File: config.mk
export PLATFORM = sky130hd
export DESIGN_NAME = conditional_mux_scan
export DESIGN_NICKNAME = d
export VERILOG_FILES = /design/src/rtl/conditional_mux_scan.sv
export SDC_FILE = /design/constraint.sdc
export NUM_CORES = 1
export LEC_CHECK = 0
export BUFFER_PORTS_ARGS = -buffer_cell sky130_fd_sc_hd__buf_4
export CORE_MARGIN = 8
export CORE_UTILIZATION = 44
export CTS_CLUSTER_DIAMETER = 50
export DETAILED_ROUTE_END_ITERATION = 8
export GPL_ROUTABILITY_DRIVEN = 0
export PLACE_DENSITY = 0.77
export SYNTH_ARGS = -nofsm -noshare
export SYNTH_HDL_FRONTEND = slang
export SYNTH_SLANG_ARGS = --single-unit
File: constraint.sdc
create_clock -name clk -period 2.45 [get_ports clk]
set_input_delay 0.49 -clock clk [delete_from_list [all_inputs] [get_ports clk]]
set_output_delay 0.49 -clock clk [all_outputs]
set_load 0.05 [all_outputs]
File: src/rtl/conditional_mux_scan.sv
// conditional_mux_scan: registered N_CH-way channel sampler.
// Direct mode samples one selected channel; scan mode sweeps the enabled
// channels in ascending order at up to one sample per clock.
//
// Ports:
//   clk        rising-edge clock for all state
//   rst_n      asynchronous active-low reset
//   i          packed channels, channel k at [k*W +: W]
//   s          direct-mode channel select (latched on start)
//   mode       0 = direct, 1 = scan (latched on start)
//   en_mask    scan-mode channel enables (latched on start)
//   start      single-cycle request, honoured only while idle
//   out        registered sample data
//   out_ch     channel index of the sample in out
//   out_valid  out/out_ch hold a sample not yet accepted
//   out_ready  consumer accept; transfer when out_valid & out_ready
//   busy       operation in progress
//   done       one-cycle pulse after the final transfer
module conditional_mux_scan #(
    parameter  int N_CH  = 8,
    parameter  int W     = 1,
    localparam int SEL_W = ($clog2(N_CH) > 1) ? $clog2(N_CH) : 1
) (
    input  logic              clk,
    input  logic              rst_n,
    input  logic [N_CH*W-1:0] i,
    input  logic [SEL_W-1:0]  s,
    input  logic              mode,
    input  logic [N_CH-1:0]   en_mask,
    input  logic              start,
    output logic [W-1:0]      out,
    output logic [SEL_W-1:0]  out_ch,
    output logic              out_valid,
    input  logic              out_ready,
    output logic              busy,
    output logic              done
);

    typedef enum logic [1:0] {
        IDLE   = 2'd0,
        DIRECT = 2'd1,
        SCAN   = 2'd2
    } state_t;

    state_t state;
    state_t state_nx;

    // Operation parameters captured at start. In scan mode mask_l is
    // consumed one bit per load, so it always holds the channels still
    // to be emitted.
    logic [SEL_W-1:0] s_l;
    logic             mode_l;
    logic [N_CH-1:0]  mask_l;
    logic             dir_pend;

    logic             accept;
    logic             xfer;
    logic             free;
    logic             scan_any;
    logic             load;
    logic             last;
    logic [SEL_W-1:0] scan_idx;
    logic [SEL_W-1:0] ld_ch;
    logic [W-1:0]     ld_data;

    // A mask-less scan request would never produce a sample, so it is
    // dropped here rather than entering SCAN.
    assign accept   = (state == IDLE) & start
                    & (~mode | (|en_mask));
    assign xfer     = out_valid & out_ready;
    assign free     = ~out_valid | xfer;
    assign scan_any = |mask_l;

    // Lowest remaining enabled channel.
    always_comb begin
        scan_idx = '0;
        for (int k = N_CH - 1; k >= 0; k--) begin
            if (mask_l[k]) begin
                scan_idx = SEL_W'(k);
            end
        end
    end

    assign ld_ch = mode_l ? scan_idx : s_l;

    // Out-of-range selects fall through to zero data.
    always_comb begin
        ld_data = '0;
        for (int k = 0; k < N_CH; k++) begin
            if (SEL_W'(k) == ld_ch) begin
                ld_data = i[k*W +: W];
            end
        end
    end

    // Load and completion qualifiers per state. The final transfer is
    // an accept with nothing left to load behind it.
    always_comb begin
        load = 1'b0;
        last = 1'b0;
        unique case (state)
            DIRECT: begin
                load = free & dir_pend;
                last = xfer & ~dir_pend;
            end
            SCAN: begin
                load = free & scan_any;
                last = xfer & ~scan_any;
            end
            default: begin
                load = 1'b0;
                last = 1'b0;
            end
        endcase
    end

    // State register.
    always_ff @(posedge clk or negedge rst_n) begin
        if (!rst_n) begin
            state <= IDLE;
        end else begin
            state <= state_nx;
        end
    end

    // Next-state logic.
    always_comb begin
        state_nx = state;
        unique case (state)
            IDLE: begin
                if (accept) begin
                    state_nx = mode ? SCAN : DIRECT;
                end
            end
            DIRECT, SCAN: begin
                if (last) begin
                    state_nx = IDLE;
                end
            end
            default: begin
                state_nx = IDLE;
            end
        endcase
    end

    // FSM outputs.
    always_comb begin
        busy = (state != IDLE);
    end

    // Captured operation parameters and scan progress.
    always_ff @(posedge clk or negedge rst_n) begin
        if (!rst_n) begin
            s_l      <= '0;
            mode_l   <= 1'b0;
            mask_l   <= '0;
            dir_pend <= 1'b0;
        end else if (accept) begin
            s_l      <= s;
            mode_l   <= mode;
            mask_l   <= en_mask;
            dir_pend <= ~mode;
        end else if (load) begin
            if (mode_l) begin
                // Clear the lowest set bit: the channel just loaded.
                mask_l <= mask_l & (mask_l - N_CH'(1));
            end else begin
                dir_pend <= 1'b0;
            end
        end
    end

    // Output register. A load in the same cycle as an accept keeps
    // out_valid high, giving one sample per clock under full ready.
    always_ff @(posedge clk or negedge rst_n) begin
        if (!rst_n) begin
            out       <= '0;
            out_ch    <= '0;
            out_valid <= 1'b0;
        end else if (load) begin
            out       <= ld_data;
            out_ch    <= ld_ch;
            out_valid <= 1'b1;
        end else if (xfer) begin
            out_valid <= 1'b0;
        end
    end

    always_ff @(posedge clk or negedge rst_n) begin
        if (!rst_n) begin
            done <= 1'b0;
        end else begin
            done <= last;
        end
    end

endmodule

==> flow_summary.toml, run 1 <==
[status]
status = "complete, no violations"

[floorplanning]
die_area_sq_um = 4510
die-width_um = 67.2
start_util = 0.465
core_area_sq_um = 2480
fp.dieH_um = 67.2
io_pins = 31
rows = 18

[power]
peakVddDrop_uv = 1100
p_per_area_nw_per_um2 = 1370
finalPower_mw = 1.96
power_leakage_nw = 0.695

[clock_network]
cts_resized = 0
clockRootBuffer = "clkbuf_4"
holdBufCountCts = 0
cts-buffers-inserted = 3
clkTransAtPathRegs_ps = 130
clock-sinks = 21
clkLatencyLatePin_ps = 310
clk_path_buf_depth = 2
cts_max_level = 1
postCtsSetupBuffers = 0
cts_tree = "done"

[global_route]
grt_remaining_overflow = 0
grt_pass1_vias = 1142
antenna_found_initial = 0
grt_max_degree = 22
grt_pass1_wl_mm = 5.32
grt_usage = 0.150

[timing]
hold_viol_final = 0
fin_tns_setup_ps = 0
slew_violations = 0
worst_slack_ps = 291
min_period_ps = 2160
max-slew-margin-rel = 0.479
final-setup-viol-count = 0
whs_ps = 39.4
fin_crit_sh = 0.881
worst_pin_slew_ps = 771
fin_worst_skew_ps = 3.03
fmax_mhz = 463
rsz0062_at_grt = "no"

[detailed_routing]
vias = 1045
drtIter0Drc = 44
viasPerCell = 5.59
drc_errors = 0
drtAntennaViolNets = 0
dr.pass1.iters = 4
wl_per_cell_um = 16.3
drt-total-wl_mm = 3.06

[worst_setup_path]
cpLargestDelayFamily = "multiplexers"
worst_path_most_repeated_cell = "a21oi_2"
worst-path-buf-inv = 0
crit_start = "mask_l[2]$_DFFE_PN0P_"
cpMaxStageDelayCell = "or4_4"
crit_fanout = 7
start_kind = "flip-flop"
crit_path_cell_trace = "or4_4, a21oi_2, mux2i_4, mux2i_1, mux4_2, a21oi_2"
timing.rr.start = "mask_l[2]$_DFFE_PN0P_"
critical_path.max_stage_delay_ps = 570
worst_setup_path_end_kind = "flip-flop"
required_ps = 2700
cp.arrival_ps = 2410
critical_path_class = "flip-flop to flip-flop"

[yosys]
ys_seq_elements = 21
synth_nets = 152
synth_top_cell_by_area = "dfrtp_1"
synth.most_common_cell = "nand2_1"
synth_top_area_frac = 0.456
async_flop_share = 1.00
synth_cells = 126
netlist-cell-type-count = 33
ys_seq_area_frac = 0.456
synthTopCellsByArea = "dfrtp_1, nand2_1, mux2i_1"
ys_warn_count = 0
mappedNetlistArea_sq_um = 1150
synth_common_cells = "nand2_1, dfrtp_1, inv_1, nor2_1, o21ai_0"
synth_edf_count = 0
synth.avg_cell_area_sq_um = 9.15
ys.flop_type = "dfrtp_1"

[final_layout]
nFillCells = 240
final_nets = 184
n_antenna_cell = 0
area_growth_pct = 24.2
fin_util = 0.578
drive_above_1_share = 0.287

[placed_design]
pre_cts_ws_ps = 316
port_buffers = 30
dp_hpwl_mm = 2.41

[hold_path]
hp-class = "primary input to asynchronous set/reset pin"

[run]
maxCapViolations = 0
-- cells by family after synthesis --
logic type,count (synthesis),share of synthesized area
DFF,21,0.456
and+or+nand+nor,56,0.235
adders and majority gates,2,0.0217
buffers and inverters,12,0.0413
muxes,7,0.0836
AOI/OAI and AO/OA,28,0.163
-- power by group --
group          internal (mW)  switching [mW]
Clock                 0.0636           0.115
Sequential             0.509           0.196
Combinational          0.427           0.653
-- routing by layer --
metal,track usage,part of all wire,up-vias
met5,0,0,-
met4,0.0470,0.0088,0
met3,0.0232,0.039,4
met2,0.277,0.55,26
met1,0.173,0.40,515
li1,-,-,500
-- layout by cell type, fill, tap and decap left out, types with 2 or more instances in the layout --
cell	synthesis	routed
o211ai_1	2	2
mux2i_1	4	4
o21ai_0	7	7
inv_1	8	8
dfrtp_1	21	21
a21oi_2	2	2
nand3_1	6	6
a21oi_1	5	5
ha_1	2	2
o21ai_1	5	5
buf_4	0	31
nor4_1	2	2
nand2_1	29	29
nor2_1	8	8
nor3_1	2	2
clkbuf_4	0	3
nand2b_1	3	3
-- flip-flops by register name (all words and copies together) (netlist names) --
name       flops
s_l            3
out_valid      1
state          2
mask_l         8
mode_l         1
done           1
out_ch         3
out            1
dir_pend       1
-- per-stage QoR --
stage / instance area (sq um) / instances
floorplan: 1150 / 126
global placement: 1410 / 183
detailed placement: 1410 / 183
CTS: 1430 / 187
global route: 1430 / 187
finish: 1430 / 187
-- final cells by class --
cell class,instances,area [sq um],share of cell area
multi-input cells,93,579,0.405
repair buffers,31,233,0.163
clock buffers,4,26.3,0.0184
well taps,30,37.5,0.0262
flip-flops and latches,21,526,0.367
inverters,8,30.0,0.0210
-- worst paths after layout --
path / endpoint / cells after the start / slack, ps
max: out$_DFFE_PN0P_ / 6 / 290
min: state[0]$_DFFE_PN0P_ / 1 / 40
min reg2reg: out_ch[0]$_DFFE_PN0P_ / 1 / 510
max reg2reg: out$_DFFE_PN0P_ / 6 / 290
max in group asynchronous: mask_l[4]$_DFFE_PN0P_ / 1 / 2190
min in group clk: s_l[2]$_DFFE_PN0P_ / 3 / 360
(Power assumes the default switching activity.)
==> run 2: changes to the inputs <==
--- a/config.mk
+++ b/config.mk
@@ -6,6 +6,7 @@
 export NUM_CORES = 1
 export LEC_CHECK = 0
 export BUFFER_PORTS_ARGS = -buffer_cell sky130_fd_sc_hd__buf_4
+export CORE_ASPECT_RATIO = 0.6
 export CORE_MARGIN = 8
 export CORE_UTILIZATION = 44
 export CTS_CLUSTER_DIAMETER = 50
==> flow_summary.toml, run 2 (same netlist as run 1, synthesis figures left out) <==
[detailed_routing]
vias = 1018
drtAntennaViolNets = 0
dr.pass1.iters = 5
wl_per_cell_um = 15.1
viasPerCell = 5.39
drtIter0Drc = 102
drt-total-wl_mm = 2.85
drc_errors = 0

[global_route]
antenna_found_initial = 0
grt_max_degree = 22
grt_usage = 0.135
grt_pass1_wl_mm = 4.86
grt_remaining_overflow = 0
grt_pass1_vias = 1029

[hold_path]
hp-class = "primary input to asynchronous set/reset pin"

[final_layout]
drive_above_1_share = 0.293
top_register = "mask_l"
reg.largest.list = "mask_l x8, out_ch x3, s_l x3"
nFillCells = 214
largest_reg_flops = 8
final_cell_mix = "buf_4, nand2_1, dfrtp_1"
n_antenna_cell = 0
final_nets = 184
layout_commonest_cell = "buf_4"
area_growth_pct = 26.2

[floorplanning]
core_area_sq_um = 2500
io_pins = 31
rows = 14
die-width_um = 82.1
start_util = 0.460
fp.dieH_um = 55.6
die_area_sq_um = 4570

[power]
power_leakage_nw = 0.706
peakVddDrop_uv = 567
finalPower_mw = 2.02
p_per_area_nw_per_um2 = 1390

[timing]
fin_tns_setup_ps = 0
min_period_ps = 2160
fmax_mhz = 464
fin_crit_sh = 0.880
slew_violations = 0
fin_worst_skew_ps = 1.72
rsz0062_at_grt = "no"
final-setup-viol-count = 0
worst_pin_slew_ps = 656
worst_slack_ps = 294
max-slew-margin-rel = 0.557
hold_viol_final = 0

[placed_design]
pre_cts_ws_ps = 307
dp_hpwl_mm = 2.23
port_buffers = 30

[worst_setup_path]
cp.arrival_ps = 2350
critical_path_class = "flip-flop to flip-flop"
worst_setup_path_end_kind = "flip-flop"
crit_fanout = 7
start_kind = "flip-flop"
required_ps = 2640

[clock_network]
cts_resized = 0
clock-sinks = 21
postCtsSetupBuffers = 0
clkTransAtPathRegs_ps = 70
cts_max_level = 1
holdBufCountCts = 0
clkLatencyLatePin_ps = 260
clk_path_buf_depth = 2
cts-buffers-inserted = 3
cts_tree = "done"
clockRootBuffer = "clkbuf_8"

[status]
status = "complete, no violations"

[run]
maxCapViolations = 0
run 2: cell count changes in the layout (fill, tap and decap cells not counted), sizes merged:
cell,previous run,this run
clkbuf,4,3
clkinv,0,1
run 2: through the flow:
| step | hold WS, ps | utilization | cell area, sq um | cells |
|---|---|---|---|---|
| 2_1_floorplan | 194 | - | 1150 | 126 |
| 5_1_grt | 104 | 0.580 | 1450 | 189 |
| 6_report | 98.4 | 0.580 | 1450 | 189 |
| 3_3_place_gp | 384 | 0.562 | 1410 | 185 |
| 3_5_place_dp | 389 | 0.562 | 1410 | 185 |
| 4_1_cts | 99.8 | 0.580 | 1450 | 189 |
run 2: layout make-up:
cell class / instances / area, sq um / share of cell area
Inverter: 8 / 30.0 / 0.0207
Clock buffer: 3 / 41.3 / 0.0284
Sequential cell: 21 / 526 / 0.361
Tap cell: 32 / 40.0 / 0.0275
Clock inverter: 1 / 5.00 / 0.00344
Timing Repair Buffer: 31 / 233 / 0.160
Multi-Input combinational cell: 93 / 579 / 0.398
run 2: where the power goes:
part	switching (mW)	total [mW]	internal, mW
combinational	0.659	1.09	0.428
clock	0.111	0.224	0.113
sequential	0.198	0.708	0.511
total	0.967	2.02	1.05
run 2: final timing paths:
path	start	slack (ps)	cells past startpoint	to
max in group asynchronous	rst_n	2140	1	done$_DFF_PN0_
worst max-delay path	mask_l[2]$_DFFE_PN0P_	290	6	out$_DFFE_PN0P_
min in group clk	s[1]	410	3	s_l[1]$_DFFE_PN0P_
worst min register to register	state[0]$_DFFE_PN0P_	490	2	state[0]$_DFFE_PN0P_
worst max register to register	mask_l[2]$_DFFE_PN0P_	290	6	out$_DFFE_PN0P_
worst min-delay path	rst_n	100	1	out_valid$_DFFE_PN0P_
run 2: routing by layer:
layer / routed length, um / GRT usage
met1: 1290 / 0.174
met2: 1380 / 0.211
met3: 154 / 0.0387
met4: 20 / 0.0398
met5: 0 / 0
run 2: worst max-delay path, cell delays in order (launching register included):
cell     delay, ps
dfrtp_1        450
or4_4          570
a21oi_2        160
mux2i_4        130
mux2i_1        150
mux4_2         480
a21oi_2        150
==> run 3: changes to the inputs <==
--- a/config.mk
+++ b/config.mk
@@ -12,7 +12,7 @@
 export CTS_CLUSTER_DIAMETER = 50
 export DETAILED_ROUTE_END_ITERATION = 8
 export GPL_ROUTABILITY_DRIVEN = 0
-export PLACE_DENSITY = 0.77
+export PLACE_DENSITY = 0.79
 export SYNTH_ARGS = -nofsm -noshare
 export SYNTH_HDL_FRONTEND = slang
 export SYNTH_SLANG_ARGS = --single-unit
==> constraint.sdc (replaced) <==
create_clock -name clk -period 1.9 [get_ports clk]
set_input_delay 0.38 -clock clk [delete_from_list [all_inputs] [get_ports clk]]
set_output_delay 0.38 -clock clk [all_outputs]
set_load 0.05 [all_outputs]
==> flow_summary.toml, run 3 (same netlist as run 1, synthesis figures left out) <==
[final_layout]
final_area_sq_um = 1630
final_nets = 199
layout_commonest_cell = "buf_4"
reg.largest.list = "mask_l x8, out_ch x3, s_l x3"
area_growth_pct = 41.7
largest_reg_flops = 8
drive_above_1_share = 0.395
top_register = "mask_l"
n_antenna_cell = 0
final_cell_mix = "buf_4, nand2_1, dfrtp_1"
nFillCells = 189

[detailed_routing]
dr.pass1.iters = 4
wl_per_cell_um = 19.0
drc_errors = 0
drtIter0Drc = 141
viasPerCell = 5.78
vias = 1180
drt-total-wl_mm = 3.88
drtAntennaViolNets = 0

[timing]
slew_violations = 0
whs_ps = 295
final-setup-viol-count = 2
max-slew-margin-rel = 0.708
fin_crit_sh = 1.14
fmax_mhz = 462
min_period_ps = 2160
worst_pin_slew_ps = 439
rsz0062_at_grt = "yes"
worst_slack_ps = -264
fin_tns_setup_ps = -268
fin_worst_skew_ps = 3.31
hold_viol_final = 0

[global_route]
grt_pass1_vias = 1127
grt_usage = 0.158
grt_pass1_wl_mm = 5.53
grt_remaining_overflow = 0
antenna_found_initial = 0
grt_max_degree = 22

[clock_network]
clkLatencyLatePin_ps = 270
cts-buffers-inserted = 3
clkTransAtPathRegs_ps = 80
clk_path_buf_depth = 2
clock-sinks = 21
clockRootBuffer = "clkbuf_8"
cts_tree = "done"
cts_max_level = 1

[worst_setup_path]
start_kind = "flip-flop"
reg2reg_to = "out$_DFFE_PN0P_"
worst_setup_path_end_kind = "flip-flop"
rr_worst_depth = 6
critical_path_class = "flip-flop to flip-flop"
timing.rr.start = "mask_l[2]$_DFFE_PN0P_"
crit_fanout = 5
required_ps = 2090
rrSetupSlack_ps = -260
cp.arrival_ps = 2350

[power]
p_per_area_nw_per_um2 = 1920
power_leakage_nw = 0.786
peakVddDrop_uv = 773

[floorplanning]
rows = 14
start_util = 0.460
fp.dieH_um = 55.6
die_area_sq_um = 4570
io_pins = 31
die-width_um = 82.1
core_area_sq_um = 2500

[run]
maxCapViolations = 0

[status]
status = "complete, but fails checks"
violations = "negative setup slack"

[hold_path]
hp-class = "primary input to flip-flop"
hold_depth = 3
min_to = "s_l[1]$_DFFE_PN0P_"
hp-start = "s[1]"

[placed_design]
dp_hpwl_mm = 2.65
placed_area_sq_um = 1510
port_buffers = 30
run 3: how the worst max path moves through the flow:
stage | start | end | slack (ps) | cells after the start
3_5_place_dp | mask_l[1]$_DFFE_PN0P_ | out$_DFFE_PN0P_ | -170 | 6
6_report | mask_l[2]$_DFFE_PN0P_ | out$_DFFE_PN0P_ | -260 | 6
5_1_grt | mask_l[2]$_DFFE_PN0P_ | out$_DFFE_PN0P_ | -310 | 6
4_1_cts | mask_l[2]$_DFFE_PN0P_ | out$_DFFE_PN0P_ | -200 | 6
2_1_floorplan | mask_l[3]$_DFFE_PN0P_ | out$_DFFE_PN0P_ | -80 | 6
3_3_place_gp | mask_l[1]$_DFFE_PN0P_ | out$_DFFE_PN0P_ | -60 | 6
run 3: stage by stage:
stage          utilization  power (mW)  setup WS [ps]  std cells
3_3_place_gp         0.601        2.48          -56.3        197
6_report             0.652        3.13           -264        204
2_1_floorplan            -        1.95          -78.2        126
5_1_grt              0.652        3.29           -312        204
3_5_place_dp         0.601        2.57           -172        197
4_1_cts              0.633        2.93           -198        203
run 3: cell type report:
class,count,area (sq um),area share
timing repair buffer,46,348,0.213
clock buffer,3,41.3,0.0253
tap,32,40.0,0.0245
clock inverter,1,5.00,0.00307
inverter,8,30.0,0.0184
sequential,21,526,0.322
multi-input combinational,93,643,0.394
run 3: what timing repair did:
item / 4_1_cts / 5_1_grt
gates cloned: 0 / 0
endpoints found under the setup margin: 5 / 14
resized for setup: 5 / 8
pin swaps: 2 / 6
hold buffers: 1 / 0
buffers inserted: 1 / 1
endpoints found under the hold margin: 12 / 0
run 3: critical path, stage by stage, from the launching register on:
cell and delay, ps:
dfrtp_1 380, or4_4 560, a21oi_4 160, mux2i_4 130, mux2i_1 180, mux4_2 480
a21oi_2 180
run 3: routing by layer:
metal  vias to the layer above  track usage  routed length, um
met1                       568        0.182               1490
met3                        18       0.0371                221
met5                         -            0                  0
li1                        533            -                  -
met2                        61        0.260               2000
met4                         0       0.0846                175
run 3: power by group:
part	internal, mW	total (mW)	switching [mW]
registers	0.659	0.858	0.199
clock network	0.147	0.300	0.153
logic	0.811	1.97	1.16
total	1.62	3.13	1.52
